**config.mk**
```make
export PLATFORM = sky130hd
export DESIGN_NAME = vram_arbiter
export DESIGN_NICKNAME = d
export VERILOG_FILES = /design/src/rtl/vram_pkg.sv /design/src/rtl/vram_arbiter.sv
export SDC_FILE = /design/constraint.sdc
export NUM_CORES = 1
export LEC_CHECK = 0
export ABC_AREA = 1
export BUFFER_PORTS_ARGS = -buffer_cell sky130_fd_sc_hd__buf_2
export CAP_MARGIN = 10
export CORE_MARGIN = 3
export CORE_UTILIZATION = 35
export CTS_BUF_LIST = sky130_fd_sc_hd__clkbuf_8
export CTS_CLUSTER_DIAMETER = 60
export CTS_CLUSTER_SIZE = 24
export DETAILED_ROUTE_END_ITERATION = 8
export HOLD_SLACK_MARGIN = 0.15
export PLACE_DENSITY = 0.74
export SYNTH_ARGS = -nofsm -noshare
export SYNTH_HDL_FRONTEND = slang
export SYNTH_SLANG_ARGS = --single-unit
```
**constraint.sdc**
```tcl
create_clock -name clk -period 1.77 [get_ports clk]
set_input_delay 0.2655 -clock clk [delete_from_list [all_inputs] [get_ports clk]]
set_output_delay 0.2655 -clock clk [all_outputs]
set_load 0.005 [all_outputs]
```
**src/rtl/vram_pkg.sv**
```systemverilog
// Shared VRAM definitions used by the arbiter, LCD fetch and DMA blocks.
// Latency: n/a (types and constants only).
// Backpressure: n/a.
package vram_pkg;

  localparam int VRAM_ADDR_W = 13;
  localparam int VRAM_DATA_W = 8;

  // Arbitration owner between CPU and DMA on contention cycles.
  typedef enum logic [1:0] {
    RR_CPU    = 2'd0,
    RR_DMA    = 2'd1,
    DMA_BURST = 2'd2
  } owner_e;

endpackage

```
**src/rtl/vram_arbiter.sv**
```systemverilog
// Single-port VRAM arbiter: LCD fetch has absolute priority, CPU/DMA share the rest round-robin with DMA bursting.
// Latency: grants are combinational (0 cycles); lcd_valid/cpu_ack/dma_ack and mem_rdata arrive one cycle after the grant.
// Backpressure: a losing CPU/DMA request stays held until granted; no bubbles. VRAM_ARB_BURST_CAP_EN caps DMA bursts at BURST_CAP.
module vram_arbiter
  import vram_pkg::*;
#(
  parameter int ADDR_W    = VRAM_ADDR_W,
  parameter int DATA_W    = VRAM_DATA_W,
  parameter int BURST_CAP = 8
) (
  input  logic              clk,
  input  logic              reset_n,
  input  logic              lcd_req,
  input  logic [ADDR_W-1:0] lcd_addr,
  output logic              lcd_valid,
  input  logic              cpu_req,
  input  logic              cpu_we,
  input  logic [ADDR_W-1:0] cpu_addr,
  input  logic [DATA_W-1:0] cpu_wdata,
  output logic              cpu_gnt,
  output logic              cpu_ack,
  input  logic              dma_req,
  input  logic              dma_we,
  input  logic [ADDR_W-1:0] dma_addr,
  input  logic [DATA_W-1:0] dma_wdata,
  input  logic              dma_last,
  output logic              dma_gnt,
  output logic              dma_ack,
  output logic [ADDR_W-1:0] mem_addr,
  output logic              mem_we,
  output logic [DATA_W-1:0] mem_wdata,
  input  logic [DATA_W-1:0] mem_rdata
);

  localparam int CNT_W = $clog2(BURST_CAP + 1);

  owner_e            owner;
  logic [CNT_W-1:0]  burst_cnt;
  logic [ADDR_W-1:0] addr_q;
  logic              cap_hit;
  logic              dma_pref;
  logic              cpu_win;
  logic              dma_win;

`ifdef VRAM_ARB_BURST_CAP_EN
  // A burst that has run BURST_CAP in-burst beats yields one contention cycle to the CPU.
  assign cap_hit = (owner == DMA_BURST) && (burst_cnt >= CNT_W'(BURST_CAP));
`else
  // Uncapped bursts: the counter is tracked but never revokes DMA priority.
  logic cnt_unused;
  assign cnt_unused = ^burst_cnt;
  assign cap_hit    = 1'b0;
`endif

  assign dma_pref = (owner == RR_DMA) || ((owner == DMA_BURST) && !cap_hit);

  // Pick the CPU/DMA winner; any LCD strobe blocks both.
  always_comb begin
    cpu_win = 1'b0;
    dma_win = 1'b0;
    if (!lcd_req) begin
      if (cpu_req && dma_req) begin
        dma_win = dma_pref;
        cpu_win = !dma_pref;
      end else begin
        cpu_win = cpu_req;
        dma_win = dma_req;
      end
    end
  end

  assign cpu_gnt = cpu_win;
  assign dma_gnt = dma_win;

  // Steer the memory port from the winner; the address holds when nobody is served.
  always_comb begin
    mem_addr  = addr_q;
    mem_we    = 1'b0;
    mem_wdata = cpu_wdata;
    if (lcd_req) begin
      mem_addr = lcd_addr;
    end else if (cpu_win) begin
      mem_addr = cpu_addr;
      mem_we   = cpu_we;
    end else if (dma_win) begin
      mem_addr  = dma_addr;
      mem_we    = dma_we;
      mem_wdata = dma_wdata;
    end
  end

  // Remember the last driven address so an idle port does not toggle.
  always_ff @(posedge clk or negedge reset_n) begin
    if (!reset_n) begin
      addr_q <= '0;
    end else if (lcd_req || cpu_win || dma_win) begin
      addr_q <= mem_addr;
    end
  end

  // Owner update; LCD-only cycles leave it untouched so losers resume where they were.
  always_ff @(posedge clk or negedge reset_n) begin
    if (!reset_n) begin
      owner <= RR_CPU;
    end else if (cpu_win) begin
      owner <= RR_DMA;
    end else if (dma_win) begin
      owner <= dma_last ? RR_CPU : DMA_BURST;
    end else if ((owner == DMA_BURST) && !lcd_req && !dma_req) begin
      owner <= RR_CPU;
    end
  end

  // Count in-burst DMA beats; saturate so a long uncapped burst cannot wrap.
  always_ff @(posedge clk or negedge reset_n) begin
    if (!reset_n) begin
      burst_cnt <= '0;
    end else if (cpu_win || (dma_win && dma_last)) begin
      burst_cnt <= '0;
    end else if (dma_win && (owner == DMA_BURST) && (burst_cnt != '1)) begin
      burst_cnt <= burst_cnt + CNT_W'(1);
    end
  end

  // One-stage ack pipeline aligned with the synchronous-read VRAM data.
  always_ff @(posedge clk or negedge reset_n) begin
    if (!reset_n) begin
      lcd_valid <= 1'b0;
      cpu_ack   <= 1'b0;
      dma_ack   <= 1'b0;
    end else begin
      lcd_valid <= lcd_req;
      cpu_ack   <= cpu_win;
      dma_ack   <= dma_win;
    end
  end

endmodule

```
; ---- After elaboration in Yosys (flattened, before gate mapping)
; Index checks and enable logic that the tools add are counted.
[word_totals]
word_cells = 34
reg_bits = 18
[classes]
eq_ne = 2
n_reduce_logical = 10
mux = 17
[ops]
columns = op, count
row1 = $mux W13, 3
row2 = $mux W8, 3
row3 = $mux W2, 4
row4 = $mux W1, 7
row5 = $logic_and A1 B1 Y1, 3
row6 = $logic_not A1 Y1, 3
row7 = $logic_or A1 B1 Y1, 3
row8 = $reduce_bool A3 Y1, 1
row9 = $eq A2 B1 Y1 const B, 1
row10 = $eq A2 B2 Y1 const B, 1

; ---- Longest topological paths before layout
; Gate-level depths: netlist (run 1).
[logic_depth]
word_depth = 7
mapped_depth = 9
depth_no_buf = 9

; ---- Least setup slack after synthesis (run 1)
; Ideal clock, no wire load.
[synth_timing]
kind = reg-to-output
start = reg owner[0]
end = out mem_addr[11]
path_buffers = 1
arrival_time_ns = 1.236
t_required_ns = 1.505
stages_incl_launch_ff = 9
path_slack_ns = 0.268
cell_sequence = dfrtp_1 > inv_1 > ha_1 > nand2_4 > nand3_4 > inv_6 > buf_12 > nand2_4 > nand4_1
[synth_between]
elab_chain_len = 7
elab_cells_between_ends = 11
classes_between = 2 x eq/ne / 7 x mux / 2 x reduce/logical
[synth_rtl]
columns = element, line
row1 = "start, declared", vram_arbiter.sv:37  ; owner_e owner;
row2 = "start signal, assigned", vram_arbiter.sv:108  ; owner <= dma_last ? RR_CPU : DMA_BURST;
row3 = $eq A2 B1 Y1 / $eq A2 B2 Y1 (equally long branches), -
row4 = $logic_or A1 B1 Y1 *, vram_arbiter.sv:55  ; assign dma_pref = (owner == RR_DMA) || ((owner == DMA_BURST) && !cap_hit);
row5 = $mux W1 *, vram_arbiter.sv:62  ; if (cpu_req && dma_req) begin
row6 = $mux W1 *, vram_arbiter.sv:61  ; if (!lcd_req) begin
row7 = named net dma_gnt, vram_arbiter.sv:27  ; output logic dma_gnt,
row8 = $mux W13 *, vram_arbiter.sv:85  ; end else if (dma_win) begin
row9 = $mux W13 *, vram_arbiter.sv:82  ; end else if (cpu_win) begin
row10 = $mux W13 *, vram_arbiter.sv:80  ; if (lcd_req) begin
row11 = "end, declared", vram_arbiter.sv:29  ; output logic [ADDR_W-1:0] mem_addr,
; The timed path passes the listed nets; every way through them passes the cells marked *.

; ---- Final worst setup path (run 1)
[layout_timing]
start = reg owner[1]
end = out mem_addr[12]
[layout_between]
elab_chain_len = 7
elab_cells_between_ends = 11
classes_between = 2 x eq/ne / 7 x mux / 2 x reduce/logical
[layout_rtl]
columns = element, line
row1 = $eq A2 B1 Y1 / $eq A2 B2 Y1 (equally long branches), -
row2 = $logic_or A1 B1 Y1 *, vram_arbiter.sv:55
row3 = $mux W1 / $logic_not A1 Y1 (equally long branches), "vram_arbiter.sv:62, vram_arbiter.sv:64"
row4 = "$mux W1, on equally long branches", "vram_arbiter.sv:61, vram_arbiter.sv:62"
row5 = $mux W13 / $mux W1 (equally long branches), "vram_arbiter.sv:85, vram_arbiter.sv:61"
row6 = $mux W13 *, vram_arbiter.sv:82
row7 = $mux W13 *, vram_arbiter.sv:80
; Mark *: on every way between the ends. The rest lies on a longest branch, timed or not.

==> results of run 1 <==
power groups by stage:
stage | clock network (mW) | registers [mW] | logic [mW]
after global routing | 0.301 | 0.509 | 0.687
after global placement | 0 | 0.503 | 0.525
after CTS | 0.284 | 0.503 | 0.569
final | 0.274 | 0.503 | 0.615
after floorplan | 0 | 0.502 | 0.349
after detailed placement | 0 | 0.505 | 0.531
cells in the mapped netlist, types with 2 or more instances:
cell,count,share of area
inv_1,6,0.019
nand4_1,22,0.12
inv_2,3,0.0094
nand2_4,3,0.028
nand3_4,2,0.029
dfrtp_1,18,0.38
buf_6,3,0.028
nor2_1,26,0.082
nand2_1,56,0.18
nand3_1,10,0.042
worst max-delay path by stage:
stage,depth (start not counted),endpoint
2_1_floorplan,8,mem_addr[11]
3_3_place_gp,9,mem_addr[4]
3_5_place_dp,8,mem_addr[4]
4_1_cts,9,mem_addr[12]
5_1_grt,10,mem_addr[5]
6_report,9,mem_addr[12]
stage by stage:
step / instances / cell area [um^2] / util / TNS, ns
global placement: 288 / 1630 / 0.517 / 0
floorplan: 160 / 1190 / - / 0
finish: 297 / 1770 / 0.561 / -1.13
global route: 297 / 1770 / 0.561 / -3.08
CTS: 293 / 1710 / 0.543 / -2.28
detailed placement: 288 / 1630 / 0.517 / 0
registers in the layout, summed over array words and instances, names as in the netlist:
| signal | cells |
|---|---|
| owner | 2 |
| lcd_valid | 1 |
| addr_q | 13 |
| dma_ack | 1 |
| cpu_ack | 1 |
worst max-delay path, stage by stage, from the launching register on:
cell,delay [ns]
dfrtp_1,0.41
ha_4,0.26
inv_2,0.06
nand2_4,0.06
buf_4,0.16
nand3_1,0.06
nand3_1,0.09
nor2_2,0.13
nor2_1,0.05
buf_2,0.12
what timing repair did:
action | 4_1_cts | 5_1_grt
gates resized for setup | 5 | 11
pin swaps | 0 | 8
hold buffers | 1 | 0
cloned | 0 | 1
hold endpoints to repair | 18 | 0
endpoints found under the setup margin | 24 | 23
buffers inserted | 1 | 3
kinds of logic (layout without fill, tap and decap cells):
kind of cell | Yosys count | count (layout) | synth area share
flip-flops | 18 | 18 | 0.377
buffers and inverters | 17 | 110 | 0.103
AO/OA/AOI/OAI | 3 | 3 | 0.0188
AND/OR/NAND/NOR | 121 | 121 | 0.491
adder cells (fa/ha/maj) | 1 | 1 | 0.0105
layer usage:
metal,part of all wire,global-route usage
met2,0.49,0.274
met3,0.090,0.0295
met5,0,0
met4,0.0045,0.0528
met1,0.42,0.201
area by class of cell:
cell class | count | share of cell area
Inverter | 10 | 0.0269
Sequential cell | 18 | 0.255
Multi-Input combinational cell | 125 | 0.374
Tap cell | 44 | 0.0311
Clock buffer | 3 | 0.0234
Timing Repair Buffer | 97 | 0.289
==> metrics.yaml, run 1 <==
grt_pass1_vias: 1275
reg2reg_depth: 10
cts_tree: "yes"
p_leak_nw: 0.990
regToRegEndpoint: "addr_q[3]"
rows: 20
clk_latency_ns: 0.24
rsz0062_at_grt: "true"
final_nets: 327
synth_seq_cells: 18
synth_nets: 232
die_w_um: 64.4
syn_area_mm2: 0.00119
drtAntennaViolNets: 0
drt_iter0_drc: 28
clk_path_buf_depth: 2
multi_input_area_um2: 662
drive_gt1_frac: 0.478
synthDistinctLibCells: 21
p_comb_frac: 0.442
p_clk_frac: 0.197
switching_share: 0.342
clock.fmax_mhz: 526
cp-start-kind: "register"
grt_usage: 0.160
syn_avg_cell_area_um2: 7.47
final-setup-viol-count: 16
arrival_ns: 1.64
htreeDepth: 1
grt_pass1_wl_um: 5330
synth_edf_count: 0
via_count: 1367
drtPass1Iterations: 4
fin_crit_ns: 1.90
hold_end: "owner[1]"
final_common_cell: "buf_2"
syn_inst: 160
final_cell_mix: "buf_2 (89), nand2_1 (55), nand4_1 (22)"
layout_setup_ws_ns: -0.131
grt_antenna_before_repair: 0
whs_path_depth: 2
cts_sinks: 18
slew_headroom: 0.729
critPathLaunch: "owner[1]"
core-area_mm2: 0.00315
hp-class: "primary input to register"
ys_seq_area_frac: 0.377
grt_max_degree: 20
status: "finished with violations"
area_growth_pct: 48.0
clkTransAtPathRegs_ns: 0.06
portBuffers: 89
fp.dieArea_mm2: 0.00415
vias_per_cell: 4.60
yosysWarningCount: 0
hold_viol: 0
maxCapViolCount: 0
crit_type: "register to output pin"
seqPwrFrac: 0.362
gp_congestion: 0.722
internal_power_mw: 0.915
crit_required_ns: 1.50
seq_area_um2: 450
slew_viol_final: 0
io_pins: 98
pre_cts_slack_ns: 0.0358
wl_um: 3330
overflow: 0
fill_cells: 336
worstHoldStart: "dma_last"
synth-async-reset-ratio: 1.00
violations: "negative setup slack"
cts_root_buffer: "clkbuf_8"
rrSetupSlack_ns: 0.24
netSwitchingPower_mw: 0.477
skew_ns: 0.00149
start_util: 0.379
path_max_fanout: 4
power.density_mw_per_mm2: 787
period_share: 1.07
r2r_start: "owner[1]"
total_power_mw: 1.39
die_y_um: 64.4
end_kind: "output pin"
whs_ns: 0.189
wire_per_inst_um: 11.2
numCtsBuffers: 3
ir_drop_mv: 0.363
post-dp-hpwl_um: 2580
drcViolationCount: 0
antennaDiodeCount: 0
synth_flop_cell: "dfrtp_1"
worst_slew_pin_slew_ns: 0.407
No activity file was read; power rests on OpenSTA's default activity.
==> run 2, diff against run 1 <==
--- a/config.mk
+++ b/config.mk
@@ -14,6 +14,7 @@
 export CTS_CLUSTER_DIAMETER = 60
 export CTS_CLUSTER_SIZE = 24
 export DETAILED_ROUTE_END_ITERATION = 8
+export GPL_TIMING_DRIVEN = 0
 export HOLD_SLACK_MARGIN = 0.15
 export PLACE_DENSITY = 0.74
 export SYNTH_ARGS = -nofsm -noshare
==> metrics.yaml, run 2 (synthesized netlist as in run 1, its figures left out) <==
fill_cells: 279
slew_viol_final: 0
clock.fmax_mhz: 522
power.density_mw_per_mm2: 790
cp_cell_sequence: "ha_4 > inv_2 > nand2_4 > nand3_4 > inv_4 > buf_12 > nand2_2 > nand4_1 > buf_2"
violations: "negative setup slack"
core-area_mm2: 0.00315
p_clk_frac: 0.211
rsz0062_at_grt: "true"
arrival_ns: 1.65
vias_per_cell: 4.74
cts_sinks: 18
htreeDepth: 1
cts_root_buffer: "clkbuf_8"
final_nets: 338
final_common_cell: "buf_2"
final_area_mm2: 0.00206
whs_ns: 0.162
final_cell_mix: "buf_2 (85), nand2_1 (36), nand4_1 (22)"
switching_share: 0.342
crit_type: "register to output pin"
drive_gt1_frac: 0.574
clk_path_buf_depth: 2
layout_setup_ws_ns: -0.145
final-setup-viol-count: 23
grt_usage: 0.183
grt_pass1_wl_um: 6040
rows: 20
seqPwrFrac: 0.308
hold_viol: 0
period_share: 1.08
status: "finished with violations"
clkTransAtPathRegs_ns: 0.07
r2r_start: "owner[0]"
io_pins: 98
netSwitchingPower_mw: 0.557
drtAntennaViolNets: 0
p_leak_nw: 1.17
crit_buf_inv: 4
cp-start-kind: "register"
start_util: 0.379
grt_antenna_before_repair: 0
end_kind: "output pin"
numCtsBuffers: 3
cts_tree: "yes"
fp.dieArea_mm2: 0.00415
wire_per_inst_um: 12.3
worstHoldStart: "lcd_req"
cpLargestDelayFamily: "flip-flops"
top_register: "addr_q"
crit_required_ns: 1.50
drt_iter0_drc: 50
area_growth_pct: 72.3
path_max_fanout: 6
skew_ns: 0.00310
critPathLaunch: "owner[1]"
internal_power_mw: 1.07
critPathSlowestCell: "dfrtp_1"
maxCapViolCount: 0
via_count: 1466
top_regs: "addr_q x13, owner x2"
hp-class: "primary input to register"
max_stage_delay_ns: 0.41
drcViolationCount: 0
drtPass1Iterations: 4
worst_slew_pin_slew_ns: 0.423
p_comb_frac: 0.481
post-dp-hpwl_um: 2570
overflow: 0
wl_um: 3810
gp_congestion: 0.755
die_y_um: 64.4
fin_crit_ns: 1.92
slew_headroom: 0.718
antennaDiodeCount: 0
grt_max_degree: 19
postPlaceCellArea_mm2: 0.00169
clk_latency_ns: 0.25
die_w_um: 64.4
grt_pass1_vias: 1409
largest_register_ffs: 13
ir_drop_mv: 0.521
total_power_mw: 1.63
portBuffers: 87
## run 2: cell count changes in the layout (fill, tap and decap cells not counted), moves of 2 or more
cell,change
nand2_1,-19
nand2_4,+10
nand2_2,+9
buf_6,+7
buf_2,-4
buf_12,+3
buf_4,+2
clkbuf_8,+2
## run 2: worst paths after layout
path	end	slack (ns)	cells past startpoint
setup / recovery	mem_addr[0]	-0.15	9
hold / removal	lcd_valid	0.16	1
setup reg to reg	addr_q[8]	0.23	11
hold reg to reg	addr_q[4]	0.50	2
max in group asynchronous	addr_q[11]	0.99	2
min in group asynchronous	addr_q[8]	0.48	2
## run 2: cell type report
| cell class | count | area (um^2) | area share |
|---|---|---|---|
| Multi-Input combinational cell | 125 | 762 | 0.370 |
| Timing Repair Buffer | 100 | 598 | 0.291 |
| Sequential cell | 18 | 450 | 0.219 |
| Buffer | 7 | 88.8 | 0.0432 |
| Clock buffer | 4 | 55.1 | 0.0267 |
| Tap cell | 44 | 55.1 | 0.0267 |
| Inverter | 10 | 45.0 | 0.0219 |
| Timing Repair inverter | 1 | 3.75 | 0.00182 |
## run 2: per-stage QoR
stage	setup TNS (ns)	worst slack, ns	cells	util
5_1_grt	-4.41	-0.239	309	0.653
3_3_place_gp	0	0.0708	291	0.535
3_5_place_dp	0	0.0690	291	0.535
6_report	-2.30	-0.145	309	0.653
2_1_floorplan	0	0.268	160	-
4_1_cts	-2.36	-0.147	307	0.619
## run 2: power groups by stage
stage	clock (mW)	combinational (mW)	sequential (mW)
2_1_floorplan	0	0.349	0.502
3_3_place_gp	0	0.552	0.503
3_5_place_dp	0	0.557	0.505
4_1_cts	0.347	0.725	0.501
5_1_grt	0.367	0.861	0.507
6_report	0.343	0.783	0.501
## run 2: worst reg2reg max path, stage by stage (launching register included)
cell and delay [ns]:
dfrtp_1 0.39, inv_2 0.07, ha_4 0.21, inv_2 0.06, nand2_4 0.06, buf_12 0.13
nand3_1 0.07, nand3_2 0.08, nor2_2 0.13, buf_4 0.12, buf_4 0.09, nor2_1 0.03
## run 2: layer usage
| metal | routed length (um) | share of wire | GRT usage |
|---|---|---|---|
| met1 | 1550 | 0.41 | 0.224 |
| met2 | 1940 | 0.51 | 0.331 |
| met3 | 310 | 0.081 | 0.0451 |
| met4 | 15 | 0.0039 | 0.0237 |
| met5 | 0 | 0 | 0 |
## run 2: what timing repair did
item,CTS,global route
endpoints found under the hold margin,18,0
buffers inserted,8,2
resized for setup,26,26
hold buffers,1,0
pin swaps,6,13
gates cloned,3,0
endpoints found under the setup margin,24,24
==> run 3, diff against run 2 <==
--- a/config.mk
+++ b/config.mk
@@ -5,7 +5,6 @@
 export SDC_FILE = /design/constraint.sdc
 export NUM_CORES = 1
 export LEC_CHECK = 0
-export ABC_AREA = 1
 export BUFFER_PORTS_ARGS = -buffer_cell sky130_fd_sc_hd__buf_2
 export CAP_MARGIN = 10
 export CORE_MARGIN = 3
@@ -16,7 +15,7 @@
 export DETAILED_ROUTE_END_ITERATION = 8
 export GPL_TIMING_DRIVEN = 0
 export HOLD_SLACK_MARGIN = 0.15
-export PLACE_DENSITY = 0.74
+export PLACE_DENSITY = 0.72
 export SYNTH_ARGS = -nofsm -noshare
 export SYNTH_HDL_FRONTEND = slang
 export SYNTH_SLANG_ARGS = --single-unit
==> metrics.yaml, run 3 <==
status: "finished with violations"
violations: "negative setup slack"
yosysTopAreaCellShare: 0.353
period_share: 1.20
rrSetupSlack_ns: 0.08
top_register: "addr_q"
ir_drop_mv: 0.411
worst_slew_pin_slew_ns: 0.871
synthTopCellsByArea: "dfrtp_1 (35%), o221ai_1 (8.2%), mux2_2 (7.1%)"
met1_length_um: 1660
arrival_ns: 1.86
syn_inst: 122
largest_register_ffs: 13
overflow: 0
synth-async-reset-ratio: 1.00
die_y_um: 66.4
cts_sinks: 18
cp-start-kind: "register"
vias_per_cell: 5.39
layout_setup_ws_ns: -0.359
wl_met2_um: 2500
antennaDiodeCount: 0
clock.fmax_mhz: 470
fp.dieArea_mm2: 0.00441
portBuffers: 88
wl_um: 4530
drcViolationCount: 0
clkTransAtPathRegs_ns: 0.07
post-place-cells: 256
ys_seq_area_frac: 0.353
hold_viol: 0
slew_headroom: 0.419
clk_path_buf_depth: 2
synth_edf_count: 0
grt_pass1_wl_um: 6310
syn_avg_cell_area_um2: 10.5
crit_type: "register to output pin"
core-area_mm2: 0.00342
fin_crit_ns: 2.13
cts_root_buffer: "clkbuf_8"
total_power_mw: 1.50
hp-class: "primary input to register"
via_count: 1481
cts_tree: "yes"
setup-tns-final_ns: -6.32
p_leak_nw: 1.12
grt_antenna_before_repair: 0
synthDistinctLibCells: 28
syn_area_mm2: 0.00128
synth_flop_cell: "dfrtp_1"
synth_seq_cells: 18
path_max_fanout: 5
final_cell_mix: "buf_2 (80), dfrtp_1 (18), buf_6 (15)"
final_common_cell: "buf_2"
drive_gt1_frac: 0.668
die_w_um: 66.4
ys_top_cells_by_count: "dfrtp_1 (18), nand2_1 (13), o221ai_1 (12)"
top_layer_used: "met4"
grt_pass1_vias: 1408
skew_ns: 0.00326
io_pins: 98
final_nets: 302
final_cell_count_no_fill: 275
start_util: 0.374
grt_max_degree: 19
drt_iter0_drc: 79
synth_nets: 194
crit_required_ns: 1.50
htreeDepth: 1
wire_per_inst_um: 16.5
numCtsBuffers: 3
wl_met3_um: 324
maxCapViolCount: 0
drtAntennaViolNets: 0
drtPass1Iterations: 4
grt_usage: 0.188
final-setup-viol-count: 23
gp_congestion: 0.733
yosys.area.top_type: "dfrtp_1"
rows: 21
synth.most_common_cell: "dfrtp_1"
slew_viol_final: 0
rsz0062_at_grt: "true"
area_growth_pct: 75.3
clk_latency_ns: 0.26
yosysWarningCount: 0
end_kind: "output pin"
top_regs: "addr_q x13, owner x2"
post-dp-hpwl_um: 3130
power.density_mw_per_mm2: 673
==> run 3: cell types whose count changed in the layout (fill, tap and decap cells not counted), moves of 7 or more <==
cell,change
nand2_1,-23
nand4_1,-22
nor2_1,-19
nand2_4,-13
nand2_2,-10
nand3_1,-9
a221o_1,+8
mux2_4,+8
buf_6,+7
nor2_2,-7
o41ai_1,+7
==> run 3: what timing repair did <==
| action | 4_1_cts | 5_1_grt |
|---|---|---|
| pin swaps | 4 | 11 |
| hold buffers | 2 | 0 |
| endpoints found under the hold margin | 19 | 0 |
| endpoints found under the setup margin | 24 | 24 |
| gates resized for setup | 22 | 31 |
| cloned | 0 | 2 |
| buffers inserted | 9 | 4 |
==> run 3: final timing paths <==
check,cells past startpoint,endpoint,startpoint
worst max-delay path,6,mem_addr[1],owner[1]
worst min-delay path,2,owner[1],dma_last
worst max register to register,7,addr_q[8],owner[0]
worst min register to register,1,owner[0],owner[0]
max in group asynchronous,2,addr_q[12],reset_n
min in group asynchronous,2,cpu_ack,reset_n
==> run 3: cell families (layout without fill, tap and decap cells) <==
family	Yosys count	in the layout	share of synthesized area
simple gates	26	26	0.129
flops	18	18	0.353
buf+inv	21	128	0.0951
fa+ha+maj	1	1	0.00980
mux	14	14	0.118
compound gates	42	42	0.295
==> run 3: layer usage <==
metal  global-route usage  up-vias
met5                    0        -
met4               0.0508        0
met3               0.0340        6
met2                0.352       67
met1                0.214      702
li1                     -      706
==> run 3: layout make-up <==
type                       instances  area [um^2]
buffer                            10         52.6
clock buffer                       4         55.1
fill                             272         1180
inverter                           9         38.8
multi-input combinational         83          902
sequential                        18          450
tap                               46         57.6
timing repair buffer             105          681
==> run 3: report_power, final <==
part	internal, mW	total, mW	switching, mW
Clock	0.198	0.347	0.149
Combinational	0.381	0.684	0.302
Sequential	0.458	0.474	0.0157
==> run 3: per-stage QoR <==
| step | hold WS [ns] | utilization | setup slack, ns | area, um^2 |
|---|---|---|---|---|
| finish | 0.170 | 0.655 | -0.359 | 2240 |
| global route | 0.173 | 0.655 | -0.420 | 2240 |
| CTS | 0.168 | 0.601 | -0.356 | 2050 |
| detailed placement | 0.224 | 0.525 | -0.333 | 1790 |
| global placement | 0.227 | 0.525 | -0.308 | 1790 |
| floorplan | -0.0301 | - | -0.0298 | 1290 |
==> run 3: worst max-delay path, cell delays in order, from the launching register on <==
cell	delay [ns]
dfrtp_1	0.42
ha_4	0.30
and2b_2	0.23
nor3b_4	0.25
buf_6	0.16
a221o_1	0.15
buf_2	0.11
